===== config.mk =====
export PLATFORM = sky130hd
export DESIGN_NAME = if_fetch_unit_flat
export DESIGN_NICKNAME = d
export VERILOG_FILES = /design/src/rtl/fetch_pkg.sv /design/src/rtl/if_fetch_unit_if.sv /design/src/rtl/fetch_hold_buf.sv /design/src/rtl/if_fetch_unit.sv /design/src/flat_wrapper.sv
export SDC_FILE = /design/constraint.sdc
export NUM_CORES = 1
export LEC_CHECK = 0
export CAP_MARGIN = 20
export CORE_MARGIN = 4
export CORE_UTILIZATION = 58
export DETAILED_ROUTE_END_ITERATION = 10
export MAX_ROUTING_LAYER = met4
export PLACE_DENSITY = 0.93
export SLEW_MARGIN = 40
export SYNTH_ARGS = -nofsm -noshare
export SYNTH_HDL_FRONTEND = slang
export SYNTH_HIERARCHICAL = 1
export SYNTH_SLANG_ARGS = --single-unit

===== constraint.sdc =====
create_clock -name clk -period 5.4 [get_ports clk]
set_clock_uncertainty 0.2 [all_clocks]
set_input_delay 1.35 -clock clk [delete_from_list [all_inputs] [get_ports clk]]
set_output_delay 1.35 -clock clk [all_outputs]
set_load 0.005 [all_outputs]

===== src/rtl/fetch_pkg.sv =====
// Shared types and constants for the instruction-fetch stage.
package fetch_pkg;

  typedef enum logic [2:0] {
    S_RST   = 3'd0,
    S_REQ   = 3'd1,
    S_HOLD  = 3'd2,
    S_DROP  = 3'd3,
    S_FAULT = 3'd4
  } fetch_state_e;

  localparam logic [31:0] NOP_INST   = 32'h0000_0013;
  localparam int unsigned PC_STEP    = 4;
  localparam logic [3:0]  WB_SEL_ALL = 4'hF;

endpackage


===== src/rtl/if_fetch_unit_if.sv =====
// Wishbone classic read port between the fetch stage (master) and instruction memory (slave).
interface if_fetch_unit_if #(
  parameter int ADDR_WIDTH = 32,
  parameter int DATA_WIDTH = 32
);
  logic                  wb_cyc_o;
  logic                  wb_stb_o;
  logic                  wb_we_o;
  logic [3:0]            wb_sel_o;
  logic [ADDR_WIDTH-1:0] wb_adr_o;
  logic [DATA_WIDTH-1:0] wb_dat_i;
  logic                  wb_ack_i;

  modport master (
    output wb_cyc_o, wb_stb_o, wb_we_o, wb_sel_o, wb_adr_o,
    input  wb_dat_i, wb_ack_i
  );

  modport slave (
    input  wb_cyc_o, wb_stb_o, wb_we_o, wb_sel_o, wb_adr_o,
    output wb_dat_i, wb_ack_i
  );
endinterface


===== src/rtl/fetch_hold_buf.sv =====
// One-entry {pc,inst} skid buffer: catches a fetched word while decode is stalled.
module fetch_hold_buf #(
  parameter int ADDR_WIDTH = 32,
  parameter int DATA_WIDTH = 32
) (
  input  logic                  clk,
  input  logic                  reset,
  input  logic                  i_load,
  input  logic                  i_drain,
  input  logic                  i_clear,
  input  logic [ADDR_WIDTH-1:0] i_pc,
  input  logic [DATA_WIDTH-1:0] i_inst,
  output logic                  o_valid,
  output logic [ADDR_WIDTH-1:0] o_pc,
  output logic [DATA_WIDTH-1:0] o_inst
);

  logic                  r_valid;
  logic [ADDR_WIDTH-1:0] r_pc;
  logic [DATA_WIDTH-1:0] r_inst;

  always_ff @(posedge clk) begin
    if (reset) begin
      r_valid <= 1'b0;
      r_pc    <= '0;
      r_inst  <= '0;
    end else if (i_clear) begin
      r_valid <= 1'b0;
    end else if (i_load) begin
      r_valid <= 1'b1;
      r_pc    <= i_pc;
      r_inst  <= i_inst;
    end else if (i_drain) begin
      r_valid <= 1'b0;
    end
  end

  assign o_valid = r_valid;
  assign o_pc    = r_pc;
  assign o_inst  = r_inst;

endmodule


===== src/rtl/if_fetch_unit.sv =====
// Instruction-fetch stage: PC, Wishbone fetch FSM, redirect handling and IF/ID register.
// Optional FETCH_MISALIGN_CHECK_EN: misaligned redirect targets raise if_fault instead of fetching.
module if_fetch_unit
  import fetch_pkg::*;
#(
  parameter int                    ADDR_WIDTH = 32,
  parameter int                    DATA_WIDTH = 32,
  parameter logic [ADDR_WIDTH-1:0] PC_ADDR    = 32'h8000_0000
) (
  input  logic                  clk,
  input  logic                  reset,
  input  logic                  use_branch,
  input  logic [ADDR_WIDTH-1:0] branch_out,
  input  logic                  flush,
  input  logic                  id_stall,
  if_fetch_unit_if.master       wb,
  output logic                  if_valid,
  output logic [ADDR_WIDTH-1:0] if_pc,
  output logic [DATA_WIDTH-1:0] if_inst,
  output logic                  if_fault
);

  localparam logic [ADDR_WIDTH-1:0] STEP = ADDR_WIDTH'(PC_STEP);
  localparam logic [DATA_WIDTH-1:0] NOP  = DATA_WIDTH'(NOP_INST);

  fetch_state_e          r_state;
  logic                  r_cyc;
  logic                  r_redir_pend;
  logic [ADDR_WIDTH-1:0] r_pc;
  logic [ADDR_WIDTH-1:0] r_redir_tgt;
  logic                  r_if_valid;
  logic                  r_if_fault;
  logic [ADDR_WIDTH-1:0] r_if_pc;
  logic [DATA_WIDTH-1:0] r_if_inst;

  logic                  w_ack;
  logic                  w_take;
  logic                  w_go_fault;
  logic [ADDR_WIDTH-1:0] w_tgt;
  logic [ADDR_WIDTH-1:0] w_go_tgt;
  logic [ADDR_WIDTH-1:0] w_pc_next;
  logic                  w_buf_load;
  logic                  w_buf_drain;
  logic                  w_buf_clear;
  logic                  w_buf_valid;
  logic [ADDR_WIDTH-1:0] w_buf_pc;
  logic [DATA_WIDTH-1:0] w_buf_inst;

  // Acks outside an active cycle (e.g. stale ones after reset) are ignored.
  assign w_ack     = wb.wb_ack_i && r_cyc;
  assign w_pc_next = r_pc + STEP;

`ifdef FETCH_MISALIGN_CHECK_EN
  assign w_tgt      = branch_out;
  assign w_go_tgt   = use_branch ? w_tgt : r_redir_tgt;
  assign w_go_fault = |w_go_tgt[1:0];
`else
  assign w_tgt      = branch_out & ~ADDR_WIDTH'(3);
  assign w_go_tgt   = use_branch ? w_tgt : r_redir_tgt;
  assign w_go_fault = 1'b0;
`endif

  // Cycles in which the PC jumps to a redirect target (live or latched).
  always_comb begin
    w_take = 1'b0;
    case (r_state)
      S_REQ:   w_take = use_branch && w_ack;
      S_HOLD:  w_take = use_branch;
      S_DROP:  w_take = w_ack && r_redir_pend;
      S_FAULT: w_take = use_branch;
      default: w_take = 1'b0;
    endcase
  end

  assign w_buf_load  = (r_state == S_REQ) && w_ack && !use_branch && id_stall;
  assign w_buf_drain = (r_state == S_HOLD) && !use_branch && !id_stall;
  assign w_buf_clear = (r_state == S_HOLD) && use_branch;

  fetch_hold_buf #(
    .ADDR_WIDTH (ADDR_WIDTH),
    .DATA_WIDTH (DATA_WIDTH)
  ) u_hold_buf (
    .clk     (clk),
    .reset   (reset),
    .i_load  (w_buf_load),
    .i_drain (w_buf_drain),
    .i_clear (w_buf_clear),
    .i_pc    (r_pc),
    .i_inst  (wb.wb_dat_i),
    .o_valid (w_buf_valid),
    .o_pc    (w_buf_pc),
    .o_inst  (w_buf_inst)
  );

  always_ff @(posedge clk) begin
    if (reset) begin
      r_state      <= S_RST;
      r_cyc        <= 1'b0;
      r_redir_pend <= 1'b0;
      r_redir_tgt  <= '0;
      r_pc         <= PC_ADDR;
      r_if_valid   <= 1'b0;
      r_if_fault   <= 1'b0;
      r_if_pc      <= PC_ADDR;
      r_if_inst    <= NOP;
    end else begin
      // Decode consumes the IF/ID word whenever it is not stalling.
      if (!id_stall && r_state != S_FAULT) begin
        r_if_valid <= 1'b0;
      end

      if (w_take) begin
        r_redir_pend <= 1'b0;
        r_pc         <= w_go_tgt;
        r_if_fault   <= 1'b0;
        if (w_go_fault) begin
          r_state    <= S_FAULT;
          r_cyc      <= 1'b0;
          r_if_valid <= 1'b1;
          r_if_fault <= 1'b1;
          r_if_pc    <= w_go_tgt;
          r_if_inst  <= NOP;
        end else begin
          r_state <= S_REQ;
          r_cyc   <= 1'b1;
          if (r_state == S_FAULT) begin
            r_if_valid <= 1'b0;
          end
        end
      end else begin
        unique case (r_state)
          S_RST: begin
            r_state <= S_REQ;
            r_cyc   <= 1'b1;
          end
          S_REQ: begin
            if (use_branch) begin
              // The in-flight cycle must complete; its data is dropped later.
              r_redir_tgt  <= w_tgt;
              r_redir_pend <= 1'b1;
              r_state      <= S_DROP;
            end else if (w_ack) begin
              if (id_stall) begin
                r_state <= S_HOLD;
                r_cyc   <= 1'b0;
              end else begin
                if (!flush) begin
                  r_if_valid <= 1'b1;
                  r_if_pc    <= r_pc;
                  r_if_inst  <= wb.wb_dat_i;
                end
                r_pc <= w_pc_next;
              end
            end
          end
          S_HOLD: begin
            if (!id_stall) begin
              if (w_buf_valid && !flush) begin
                r_if_valid <= 1'b1;
                r_if_pc    <= w_buf_pc;
                r_if_inst  <= w_buf_inst;
              end
              r_pc    <= w_pc_next;
              r_state <= S_REQ;
              r_cyc   <= 1'b1;
            end
          end
          S_DROP: begin
            if (use_branch) begin
              r_redir_tgt <= w_tgt;
            end
          end
`ifdef FETCH_MISALIGN_CHECK_EN
          S_FAULT: begin
            r_state <= S_FAULT;
          end
`endif
          default: begin
            r_state <= S_RST;
            r_cyc   <= 1'b0;
          end
        endcase
      end

      if (flush) begin
        r_if_valid <= 1'b0;
        r_if_fault <= 1'b0;
      end
    end
  end

  assign wb.wb_cyc_o = r_cyc;
  assign wb.wb_stb_o = r_cyc;
  assign wb.wb_we_o  = 1'b0;
  assign wb.wb_sel_o = WB_SEL_ALL;
  assign wb.wb_adr_o = r_pc;

  assign if_valid = r_if_valid;
  assign if_pc    = r_if_pc;
  assign if_inst  = r_if_inst;
  assign if_fault = r_if_fault;

endmodule


===== src/flat_wrapper.sv =====
// flat-port wrapper written by rule: the top's interface ports become plain ports
module if_fetch_unit_flat import fetch_pkg::*;
#(
  parameter int                    ADDR_WIDTH = 32,
  parameter int                    DATA_WIDTH = 32,
  parameter logic [ADDR_WIDTH-1:0] PC_ADDR    = 32'h8000_0000
)
  (clk, reset, use_branch, branch_out, flush, id_stall, if_valid, if_pc, if_inst, if_fault, wb_wb_cyc_o, wb_wb_stb_o, wb_wb_we_o, wb_wb_sel_o, wb_wb_adr_o, wb_wb_dat_i, wb_wb_ack_i);
  if_fetch_unit_if #(.ADDR_WIDTH(ADDR_WIDTH), .DATA_WIDTH(DATA_WIDTH)) wb_i ();
  input  logic clk;
  input  logic reset;
  input  logic use_branch;
  input  logic [ADDR_WIDTH-1:0] branch_out;
  input  logic flush;
  input  logic id_stall;
  output logic if_valid;
  output logic [ADDR_WIDTH-1:0] if_pc;
  output logic [DATA_WIDTH-1:0] if_inst;
  output logic if_fault;
  output wire logic [$bits(wb_i.wb_cyc_o)-1:0] wb_wb_cyc_o;
  output wire logic [$bits(wb_i.wb_stb_o)-1:0] wb_wb_stb_o;
  output wire logic [$bits(wb_i.wb_we_o)-1:0] wb_wb_we_o;
  output wire logic [$bits(wb_i.wb_sel_o)-1:0] wb_wb_sel_o;
  output wire logic [$bits(wb_i.wb_adr_o)-1:0] wb_wb_adr_o;
  input wire logic [$bits(wb_i.wb_dat_i)-1:0] wb_wb_dat_i;
  input wire logic [$bits(wb_i.wb_ack_i)-1:0] wb_wb_ack_i;
  assign wb_wb_cyc_o = wb_i.wb_cyc_o;
  assign wb_wb_stb_o = wb_i.wb_stb_o;
  assign wb_wb_we_o = wb_i.wb_we_o;
  assign wb_wb_sel_o = wb_i.wb_sel_o;
  assign wb_wb_adr_o = wb_i.wb_adr_o;
  assign wb_i.wb_dat_i = wb_wb_dat_i;
  assign wb_i.wb_ack_i = wb_wb_ack_i;
  if_fetch_unit #(.ADDR_WIDTH(ADDR_WIDTH), .DATA_WIDTH(DATA_WIDTH), .PC_ADDR(PC_ADDR)) u_core (.clk(clk), .reset(reset), .use_branch(use_branch), .branch_out(branch_out), .flush(flush), .id_stall(id_stall), .wb(wb_i), .if_valid(if_valid), .if_pc(if_pc), .if_inst(if_inst), .if_fault(if_fault));
endmodule

==> results.txt <==
Status: completed
Multi-input gate area: 0.00559 mm²
Setup TNS: 0 ns
Most common cell in the netlist: dfxtp_1
Vias in the first global route: 8079
Post-Syn Instances: 1059
First-pass GRT wire length: 42.3 mm
Clk Latency, worst-skew pair: 0.43 ns
Synth top area cells: dfxtp_1 (39%), mux2i_1 (11%), nand4bb_1 (7.0%), a211oi_1 (5.4%), o21ai_2 (5.2%)
Fin crit share: 70.8%
Filler cell count: 1245
Cell Area, Synth: 0.0102 mm²
Async set-reset flop share out of synthesis: 0%
Clk buf depth: 2
Antenna-violating nets left: 0
Crit Path Max Fanout: 55
Max cap viols: 0
Maximum VDD drop: 246 µV
Die width: 141 µm
Fin cells: 1393
Avg WL per Cell: 19.1 µm
Area grow syn2layout: 20.9%
Hold Buf Count CTS: 0
WL final: 26.5 mm
Yosys warns: 6
GRT busiest layer: met2
Top FF cell, synth: dfxtp_1
Final Net Count: 1233
TritonCTS Buffers: 17
Largest net degree at the start of global routing: 254
Post-synth top cells: dfxtp_1 (198), mux2i_1 (110), nor2_1 (107), a211oi_1 (73), nand2b_1 (67)
H-Tree Depth: 4
Synth top area share: 38.7%
Post-cts resize count: 0
Yosys reg bits: 198
DR DRC count: 0
Full die area: 0.0198 mm²
Fin. max-slew vios: 0
Share of layout cells above drive strength 1: 12.9%
Dpl cells: 1360
Worst min-delay path class: flop to flop
RSZ-0062 raised after global routing: no
Storage element area: 0.00396 mm²
HPWL after DPL: 16.7 mm
Initial antenna violation count: 0
Synth unique cells: 70
Post-synth EDFFs: 0
Via count: 8712
First DRT Iteration DRCs: 1122
Port buffer count: 166
DR pass1 iterations: 6
Yosys top cell by area: dfxtp_1
CTS tree: done
Chip height: 141 µm
Max Fclk: 261 MHz
Met2 Resource Use GR: 41.6%
P_leak: 4.11 nW
Final setup violation count: 0
CP Launch Type: input pin
Root Buffer: clkbuf_16
Mean Syn Cell Area: 9.66 µm²
Arrival @ worst endpoint: 3.96 ns
Via density: 6.25
Total Routing Usage GR: 26.5%
Slew HR: 43.7%
Sequential area share after synthesis: 38.7%
Post-CTS setup buffers: 0
Clk sinks: 198
Core region area: 0.0173 mm²
Clock transition at path regs: 0.07 ns
Actual slew at the worst max-slew pin: 0.844 ns
Fin. Hold Viols: 0
Pwr Density: 346 mW/mm²
Min Tclk post-route: 3.82 ns
GR Util met3: 5.70%
CP Capture Type: flop
Num rows: 48
Met1 Resource Use GR: 34.7%
Placer congestion estimate: 0.884
Req. time, crit path: 5.53 ns
Kind of critical path: input pin to flop
Io pins: 175
Diodes inserted: 0
Grt total ovfl: 0
Initial Util: 59.2%
[report_power, final]
| group | internal [mW] | total, mW | switching (mW) |
|---|---|---|---|
| clock | 0.789 | 1.35 | 0.558 |
| sequential | 1.61 | 1.72 | 0.108 |
| combinational | 0.557 | 1.22 | 0.661 |
| total | 2.96 | 4.29 | 1.33 |
[registers in the layout (all words and copies together), names as in the netlist]
signal / flops
u_core/if_inst: 32
u_core/if_pc: 32
u_core/r_redir_tgt: 32
u_core/u_hold_buf/o_inst: 32
u_core/u_hold_buf/o_pc: 32
u_core/wb.wb_adr_o: 32
u_core/r_state: 2
u_core/if_valid: 1
u_core/r_redir_pend: 1
u_core/u_hold_buf/o_valid: 1
u_core/wb.wb_cyc_o: 1
[metrics by stage]
step | setup slack (ns) | instance area, µm² | utilization (%) | hold WS (ns) | power, mW
final | 1.58 | 12400 | 71.6 | 0.268 | 4.29
after global placement | 1.27 | 11700 | 67.6 | 0.247 | 2.90
after detailed placement | 1.23 | 11700 | 67.8 | 0.256 | 2.94
after CTS | 1.65 | 12400 | 71.4 | 0.267 | 4.29
after floorplan | 2.47 | 10200 | - | 0.238 | 2.56
after global routing | 1.44 | 12400 | 71.6 | 0.287 | 4.49
[routing by layer]
layer	vias to the layer above	wire length, µm
met5	-	0
met4	0	546
met3	48	2020
met2	378	12500
met1	4207	11500
li1	4079	-
[area by class of cell]
type                    instances  area share (%)
clock inverters                12            1.42
repair buffers                180            14.7
multi-input cells             729            45.1
clock buffers                  20            3.61
flip-flops and latches        198            32.0
well taps                     225            2.27
inverters                      29           0.879
[cell families (layout without fill, tap and decap cells)]
kind of cell	Yosys count	count (layout)	synth area share [%]
muxes	123	123	12.2
adders and majority gates	8	8	0.978
AOI/OAI and AO/OA	252	252	19.6
and+or+nand+nor	340	340	21.0
other	2	6	0.0734
DFF	198	198	38.7
buffers and inverters	136	241	7.35
[critical path: stages]
cell and delay, ns:
clkdlybuf4s50_1 0.58, nand3b_1 0.16, a21oi_1 0.25, o211a_4 0.51, buf_12 0.29, buf_4 0.38
nor2_1 0.11, a211oi_1 0.25
[cells in the final DEF (no fill, tap or decap), types with 6 or more instances in the layout]
master	count
dfxtp_1	198
clkdlybuf4s50_1	164
mux2i_1	110
nor2_1	107
a211oi_1	73
nand2b_1	67
nand4bb_1	64
o21ai_2	61
a21oi_1	33
inv_1	27
nor3_1	21
nand2_1	19
clkbuf_16	17
nand3_1	16
o32ai_1	14
a31oi_1	12
mux2_2	12
nand4_1	11
o32ai_2	10
buf_4	9
ha_1	7
o31a_1	6
o21a_1	6
o21ai_0	6
conb_1	6
[worst paths after layout]
kind / start / endpoint / slack (ns) / cells past startpoint
max reg2reg: u_core/r_state[1]$_SDFFE_PP0P_ / u_core/if_inst[18]$_SDFFE_PP0P_ / 1.95 / 9
min: u_core/u_hold_buf/o_pc[31]$_SDFFE_PP0P_ / u_core/u_hold_buf/o_pc[31]$_SDFFE_PP0P_ / 0.27 / 2
max: wb_wb_ack_i / u_core/if_inst[18]$_SDFFE_PP0P_ / 1.58 / 8
min reg2reg: u_core/u_hold_buf/o_pc[31]$_SDFFE_PP0P_ / u_core/u_hold_buf/o_pc[31]$_SDFFE_PP0P_ / 0.27 / 2
No activity file was read; power rests on OpenSTA's default activity.
